===== src/rtl/proc_control_fsm_if.sv =====
// Handshake/control bundle between the instruction source and the multicycle control FSM.
// The master drives run/din; the slave (control FSM) drives the datapath strobes.
interface proc_control_fsm_if #(
    parameter int unsigned DATA_W = 16
) ();
    logic              run;
    logic [DATA_W-1:0] din;
    logic              ir_in;
    logic [7:0]        r_in;
    logic              a_in;
    logic              g_in;
    logic              addsub;
    logic [3:0]        bus_sel;
    logic              done;

    modport master (
        output run, din,
        input  ir_in, r_in, a_in, g_in, addsub, bus_sel, done
    );

    modport slave (
        input  run, din,
        output ir_in, r_in, a_in, g_in, addsub, bus_sel, done
    );
endinterface


===== src/rtl/proc_control_fsm.sv =====
// Multicycle control unit: fetches an instruction from din on run and sequences
// register/A/G write enables, bus source select, ALU op and a done pulse.
module proc_control_fsm #(
    parameter int unsigned DATA_W = 16
) (
    input logic              clock,
    input logic              resetn,
    proc_control_fsm_if.slave bus
);
    localparam logic [1:0] StIdle = 2'd0;
    localparam logic [1:0] StT1   = 2'd1;
    localparam logic [1:0] StT2   = 2'd2;
    localparam logic [1:0] StT3   = 2'd3;

    localparam logic [3:0] OpMv  = 4'b0000;
    localparam logic [3:0] OpMvi = 4'b0001;
    localparam logic [3:0] OpAdd = 4'b0010;
    localparam logic [3:0] OpSub = 4'b0011;

    localparam logic [3:0] SelG    = 4'd8;
    localparam logic [3:0] SelDin  = 4'd9;
    localparam logic [3:0] SelNone = 4'd15;

    logic [1:0] state_q, state_d;
    // Only ir[15:6] is ever decoded, so only those bits are kept.
    logic [9:0] ir_q, ir_d;
    logic [3:0] op;
    logic [2:0] rx, ry;
    logic       unused_din;

    assign op         = ir_q[9:6];
    assign rx         = ir_q[5:3];
    assign ry         = ir_q[2:0];
    assign unused_din = ^bus.din;

    always_ff @(posedge clock or negedge resetn) begin
        if (!resetn) begin
            state_q <= StIdle;
            ir_q    <= '0;
        end else begin
            state_q <= state_d;
            ir_q    <= ir_d;
        end
    end

    always_comb begin
        state_d = state_q;
        ir_d    = ir_q;
        unique case (state_q)
            StIdle: begin
                if (bus.run) begin
                    ir_d    = bus.din[15:6];
                    state_d = StT1;
                end
            end
            StT1: begin
                if (op == OpAdd || op == OpSub) begin
                    state_d = StT2;
                end else begin
                    state_d = StIdle;
                end
            end
            StT2: state_d = StT3;
            StT3: state_d = StIdle;
            default: state_d = StIdle;
        endcase
    end

    always_comb begin
        // resetn gates the one input-dependent strobe so reset forces every enable low.
        bus.ir_in   = (state_q == StIdle) && bus.run && resetn;
        bus.r_in    = 8'h00;
        bus.a_in    = 1'b0;
        bus.g_in    = 1'b0;
        bus.addsub  = 1'b0;
        bus.bus_sel = SelNone;
        bus.done    = 1'b0;
        unique case (state_q)
            StIdle: ;
            StT1: begin
                unique case (op)
                    OpMv: begin
                        bus.bus_sel = {1'b0, ry};
                        bus.r_in    = 8'h01 << rx;
                        bus.done    = 1'b1;
                    end
                    OpMvi: begin
                        bus.bus_sel = SelDin;
                        bus.r_in    = 8'h01 << rx;
                        bus.done    = 1'b1;
                    end
                    OpAdd, OpSub: begin
                        bus.bus_sel = {1'b0, rx};
                        bus.a_in    = 1'b1;
                    end
                    default: bus.done = 1'b1;
                endcase
            end
            StT2: begin
                bus.bus_sel = {1'b0, ry};
                bus.g_in    = 1'b1;
                bus.addsub  = op[0];
            end
            StT3: begin
                bus.bus_sel = SelG;
                bus.r_in    = 8'h01 << rx;
                bus.done    = 1'b1;
            end
            default: ;
        endcase
    end
endmodule


===== src/flat_wrapper.sv =====
// flat-port wrapper written by rule: the top's interface ports become plain ports
module proc_control_fsm_flat 
#(
    parameter int unsigned DATA_W = 16
)
  (clock, resetn, bus_run, bus_din, bus_ir_in, bus_r_in, bus_a_in, bus_g_in, bus_addsub, bus_bus_sel, bus_done);
  proc_control_fsm_if #(.DATA_W(DATA_W)) bus_i ();
  input logic clock;
  input logic resetn;
  input wire logic [$bits(bus_i.run)-1:0] bus_run;
  input wire logic [$bits(bus_i.din)-1:0] bus_din;
  output wire logic [$bits(bus_i.ir_in)-1:0] bus_ir_in;
  output wire logic [$bits(bus_i.r_in)-1:0] bus_r_in;
  output wire logic [$bits(bus_i.a_in)-1:0] bus_a_in;
  output wire logic [$bits(bus_i.g_in)-1:0] bus_g_in;
  output wire logic [$bits(bus_i.addsub)-1:0] bus_addsub;
  output wire logic [$bits(bus_i.bus_sel)-1:0] bus_bus_sel;
  output wire logic [$bits(bus_i.done)-1:0] bus_done;
  assign bus_i.run = bus_run;
  assign bus_i.din = bus_din;
  assign bus_ir_in = bus_i.ir_in;
  assign bus_r_in = bus_i.r_in;
  assign bus_a_in = bus_i.a_in;
  assign bus_g_in = bus_i.g_in;
  assign bus_addsub = bus_i.addsub;
  assign bus_bus_sel = bus_i.bus_sel;
  assign bus_done = bus_i.done;
  proc_control_fsm #(.DATA_W(DATA_W)) u_core (.clock(clock), .resetn(resetn), .bus(bus_i));
endmodule

===== config.mk =====
export PLATFORM = sky130hd
export DESIGN_NAME = proc_control_fsm_flat
export DESIGN_NICKNAME = d
export VERILOG_FILES = /design/src/rtl/proc_control_fsm_if.sv /design/src/rtl/proc_control_fsm.sv /design/src/flat_wrapper.sv
export SDC_FILE = /design/constraint.sdc
export NUM_CORES = 1
export LEC_CHECK = 0
export ABC_AREA = 0
export BUFFER_PORTS_ARGS = -buffer_cell sky130_fd_sc_hd__buf_4
export CORE_MARGIN = 3
export CORE_UTILIZATION = 35
export DETAILED_ROUTE_END_ITERATION = 8
export GPL_TIMING_DRIVEN = 0
export HOLD_SLACK_MARGIN = 0.03
export PLACE_DENSITY = 0.68
export SKIP_LAST_GASP = 1
export SYNTH_ARGS = -nofsm -noshare
export SYNTH_HDL_FRONTEND = slang
export SYNTH_SLANG_ARGS = --single-unit
export TNS_END_PERCENT = 20

===== constraint.sdc =====
create_clock -name clock -period 1.7 [get_ports clock]
set_input_delay 0.255 -clock clock [delete_from_list [all_inputs] [get_ports clock]]
set_output_delay 0.255 -clock clock [all_outputs]
set_load 0.005 [all_outputs]

Yosys cells after proc, flatten, opt, wreduce, memory -nomap -nowiden:

Cells that the tools add are included.

* RAM bits: 0
* ROM bits: 0
* flip-flop bits (word level): 12
* output and inout bits: 17
* memories kept: 0
* bits in latches: 0

* add/subtract/negate cells: 0
* magnitude comparators: 0
* divide/modulo/power cells: 0
* equality and inequality tests: 7
* bitwise operators: 0
* multipliers: 0
* mux-type cells: 13
* reduce and logical (&&, ||, !) cells: 8
* shift-type cells: 1

Operators with widths (count)
* 4-bit one-hot mux with 3 select lines: 2
* 8-bit one-hot mux with 2 select lines: 1
* 4-bit by 2-bit == test with 1-bit output (second input constant): 2
* 8-bit two-way mux: 1
* 2-bit one-hot mux with 4 select lines: 1
* 1-bit by 3-bit left shift with 8-bit output (first input constant): 1
* 1-bit two-way mux: 5
* 2-bit == test (second input constant): 2
* 4-bit by 1-bit == test with 1-bit output (second input constant): 1
* 4-bit logical NOT: 1
* 2-bit two-way mux: 2
* 2-bit OR reduction: 2
* 2-bit by 1-bit == test with 1-bit output (second input constant): 1
* 1-bit logical AND: 2
* 2-bit logical NOT: 1
* 2-bit inequality test (second input constant): 1
* 1-bit one-hot mux with 2 select lines: 1
* 2-bit AND reduction: 1
* 1-bit logical OR: 1

Longest topological paths before layout:

* word-level depth: 4
* gate-level depth with buffers: 5
* mapped depth without buffers: 3

Worst setup path after synthesis:

Ideal clock, no wire load.

* path kind: register to output
* start: reg with a tool-made name
* end: out bus_bus_sel[0]
* path slack: 0.327 ns
* cell stages (with the launch flop): 5
* data required time: 1.445 ns
* arrival time: 1.118 ns
* cell sequence: dfrtp_1 > buf_2 > nor3_1 > and3_1 > a22o_1

RTL lines
* end: declaration: RTL line flat_wrapper.sv:17 `output wire logic [$bits(bus_i.bus_sel)-1:0] bus_bus_sel;`

Worst setup path in the final report:

* start: reg u_core.state_q[0]
* end: out bus_bus_sel[0]

* cells in the longest elaborated chain, start to end: 2
* elaborated cells between the ends (all ways): 4

RTL lines
* start: declaration: RTL line proc_control_fsm.sv:24 `logic [1:0] state_q, state_d;`
* start signal: assignment: RTL line proc_control_fsm.sv:38 `state_q <= StIdle;`
* start signal: assignment: RTL line proc_control_fsm.sv:41 `state_q <= state_d;`
* 2-bit == test or 2-bit by 1-bit == test with 1-bit output (tied branches): RTL line proc_control_fsm.sv:78 `unique case (state_q)`
* 4-bit one-hot mux with 3 select lines *: RTL line proc_control_fsm.sv:78

Every way passes the cells marked *; elsewhere a longest branch is shown, timed or not.

==> reports/summary.txt <==
Core Region - 0.00175 mm^2
post-route cell area - 988 um^2
power per cell area - 1630 mW/mm^2
Layout Cells excl Fill - 128
status - finished with violations
#FFs+latches synth - 12
share of layout cells above drive strength 1 - 0.515
Routed Antenna Nets - 0
Int Pwr - 1.01 mW
final hold viol count - 0
Die Y-Extent - 49.3 um
LEAKAGE - 0.471 nW
commonest non-fill, non-tap cell in the layout - buf_4
Die Area - 0.00243 mm^2
Routed WL - 1620 um
EDFF count, synth - 0
chip width - 49.3 um
n_diodes - 0
count of final max-slew check failures - 0
vias in the first global route - 585
Syn Area/Cell - 9.79 um^2
WP data required - 1.44 ns
Power, Total - 1.61 mW
WL/cell - 12.7 um
CP endpoint kind - output pin
Net Sw Power - 594 uW
Worst Path Max Fanout - 4
CTS tree - done
gr ovfl total - 0
dpl hpwl - 1200 um
Via Count - 652
Row Count - 15
Final Core Density - 0.566
sw frac - 0.369
fraction of registers with async set or reset after synthesis - 1.00
fmax - 0.541 GHz
Max Root-Sink Buffers - 2
post-DR vias/cell - 5.09
worst path arrival time - 1.59 ns
Hold EP - u_core.ir_q[0]$_DFFE_PN0P_
Clk pin slew, worst setup/hold paths - 0.08 ns
startpoint types - flip-flop
clk_lat worst skew - 0.27 ns
final setup fails - 8
Place WS - 0.142 ns
Iter 0 DRT Violations - 11
IO Count - 36
Worst Reg-to-Reg Cells - 4
Post-DP Area - 905 um^2
GP Congestion - 0.703
syn nets - 86
Clock Sinks - 12
Total Routing Usage GR - 0.145
reg2reg setup slack - 0.24 ns
most frequent cells in the layout - buf_4, dfrtp_1, nor2_1, mux2_2
WHS Path Cells - 3
Initial Util - 0.376
critical path type - reg2out
violated checks - setup timing
RSZ-0062 raised after global routing - yes
RR Endpoint - u_core.ir_q[4]$_DFFE_PN0P_
first-pass GRT wire length - 2750 um
worst IR drop on VDD - 0.000891 V
nets@finish - 123
Post-synth top flop - dfrtp_1
Area Overhead vs Synth - 50.8%
worst hold path type - in2reg
post-synth cell types - 25
Layout Skew - 0.000610 ns
largest net degree at the start of global routing - 14
Synth Warn # - 0
total of max-cap violations - 0
HP Start - bus_din[6]
Logic pwr share - 0.501
period utilisation layout - 1.09
max_slew headroom - 0.774
worst-margin pin slew - 0.336 ns
CTS Root Cell - clkbuf_4
clock buffer count from CTS - 3
post-synthesis sequential area ratio - 0.458
DRC - 0
Detailed Routing Iterations Pass 1 - 4
FILL cells - 169
initial antenna violation count - 0
Synth Cell Area - 656 um^2
Clk pwr share - 0.142
H-Tree Level Count - 1
final worst slack - -0.149 ns
sequential power share - 0.358
Inst Count DP - 121
port bufs - 29
cells after synthesis - 67
Tmin final - 1.85 ns
-- logic make-up after synthesis --
| kind of cell | after synthesis | share of synthesized area |
|---|---|---|
| buffers and inverters | 5 | 0.0382 |
| multiplexers | 9 | 0.155 |
| AO/OA/AOI/OAI | 13 | 0.122 |
| flip-flops | 12 | 0.458 |
| AND/OR/NAND/NOR | 28 | 0.227 |
-- worst max-delay path: stages (launching register included) --
cell and delay (ns):
dfrtp_1 0.43, or3b_4 0.42, o21bai_1 0.16, a22o_1 0.19, buf_4 0.13
-- sequential cells by signal, summed over array words and instances (netlist names), named ones only --
| register | count |
|---|---|
| u_core.ir_q | 10 |
| u_core.state_q | 1 |
-- worst max path at each step --
stage                                        startpoint        endpoint  cells after the start
after global routing      u_core.state_q[0]$_DFFE_PN0P_  bus_bus_sel[0]                      4
final                     u_core.state_q[0]$_DFFE_PN0P_  bus_bus_sel[0]                      4
after CTS                 u_core.state_q[0]$_DFFE_PN0P_  bus_bus_sel[0]                      4
after global placement       u_core.ir_q[7]$_DFFE_PN0P_     bus_r_in[5]                      5
after detailed placement     u_core.ir_q[7]$_DFFE_PN0P_     bus_r_in[5]                      5
after floorplan                               flip-flop  bus_bus_sel[0]                      4
-- power groups by stage --
stage                     logic [mW]  registers (mW)  clock network [mW]
after floorplan                0.477           0.519                   0
after global placement         0.719           0.550                   0
after detailed placement       0.732           0.556                   0
after CTS                      0.797           0.569               0.232
after global routing           0.889           0.601               0.242
final                          0.805           0.575               0.228
-- metal layers --
layer,up-vias,wire length [um],track usage,share of wire
met1,298,696,0.180,0.43
met2,39,769,0.243,0.47
li1,311,-,-,-
met3,4,133,0.0275,0.082
met4,0,23,0.0569,0.014
met5,-,0,0,0
-- repair_timing --
| action | in CTS | in global routing |
|---|---|---|
| pin swaps | 1 | 0 |
| gates resized for setup | 4 | 1 |
| hold buffers | 1 | 0 |
| hold endpoints to repair | 12 | 0 |
| buffers inserted | 3 | 0 |
| setup endpoints to repair | 13 | 14 |
-- cells in the mapped netlist (2+ instances only) --
library cell  count  share of area
dfrtp_1          12           0.46
mux2_2            9           0.15
nor2_1            9          0.052
o21ai_0           5          0.038
nand2_1           4          0.023
nor3_1            4          0.031
a21oi_1           2          0.015
and2_1            2          0.019
buf_2             2          0.015
o21bai_1          2          0.023
or3b_1            2          0.027
-- through the flow --
stage,hold WS [ns],TNS [ns]
2_1_floorplan,-0.0406,0
3_3_place_gp,0.105,0
3_5_place_dp,0.107,0
4_1_cts,0.187,-0.427
5_1_grt,0.211,-1.71
6_report,0.190,-0.598
-- final cells by class --
class | instances | area, um^2 | share of cell area
plain buffers | 3 | 17.5 | 0.0177
clock buffers | 4 | 36.3 | 0.0367
inverters | 1 | 3.75 | 0.00380
multi-input cells | 50 | 349 | 0.353
flip-flops and latches | 12 | 300 | 0.304
well taps | 25 | 31.3 | 0.0316
repair buffers | 33 | 250 | 0.253
No activity file was read; power rests on OpenSTA's default activity.
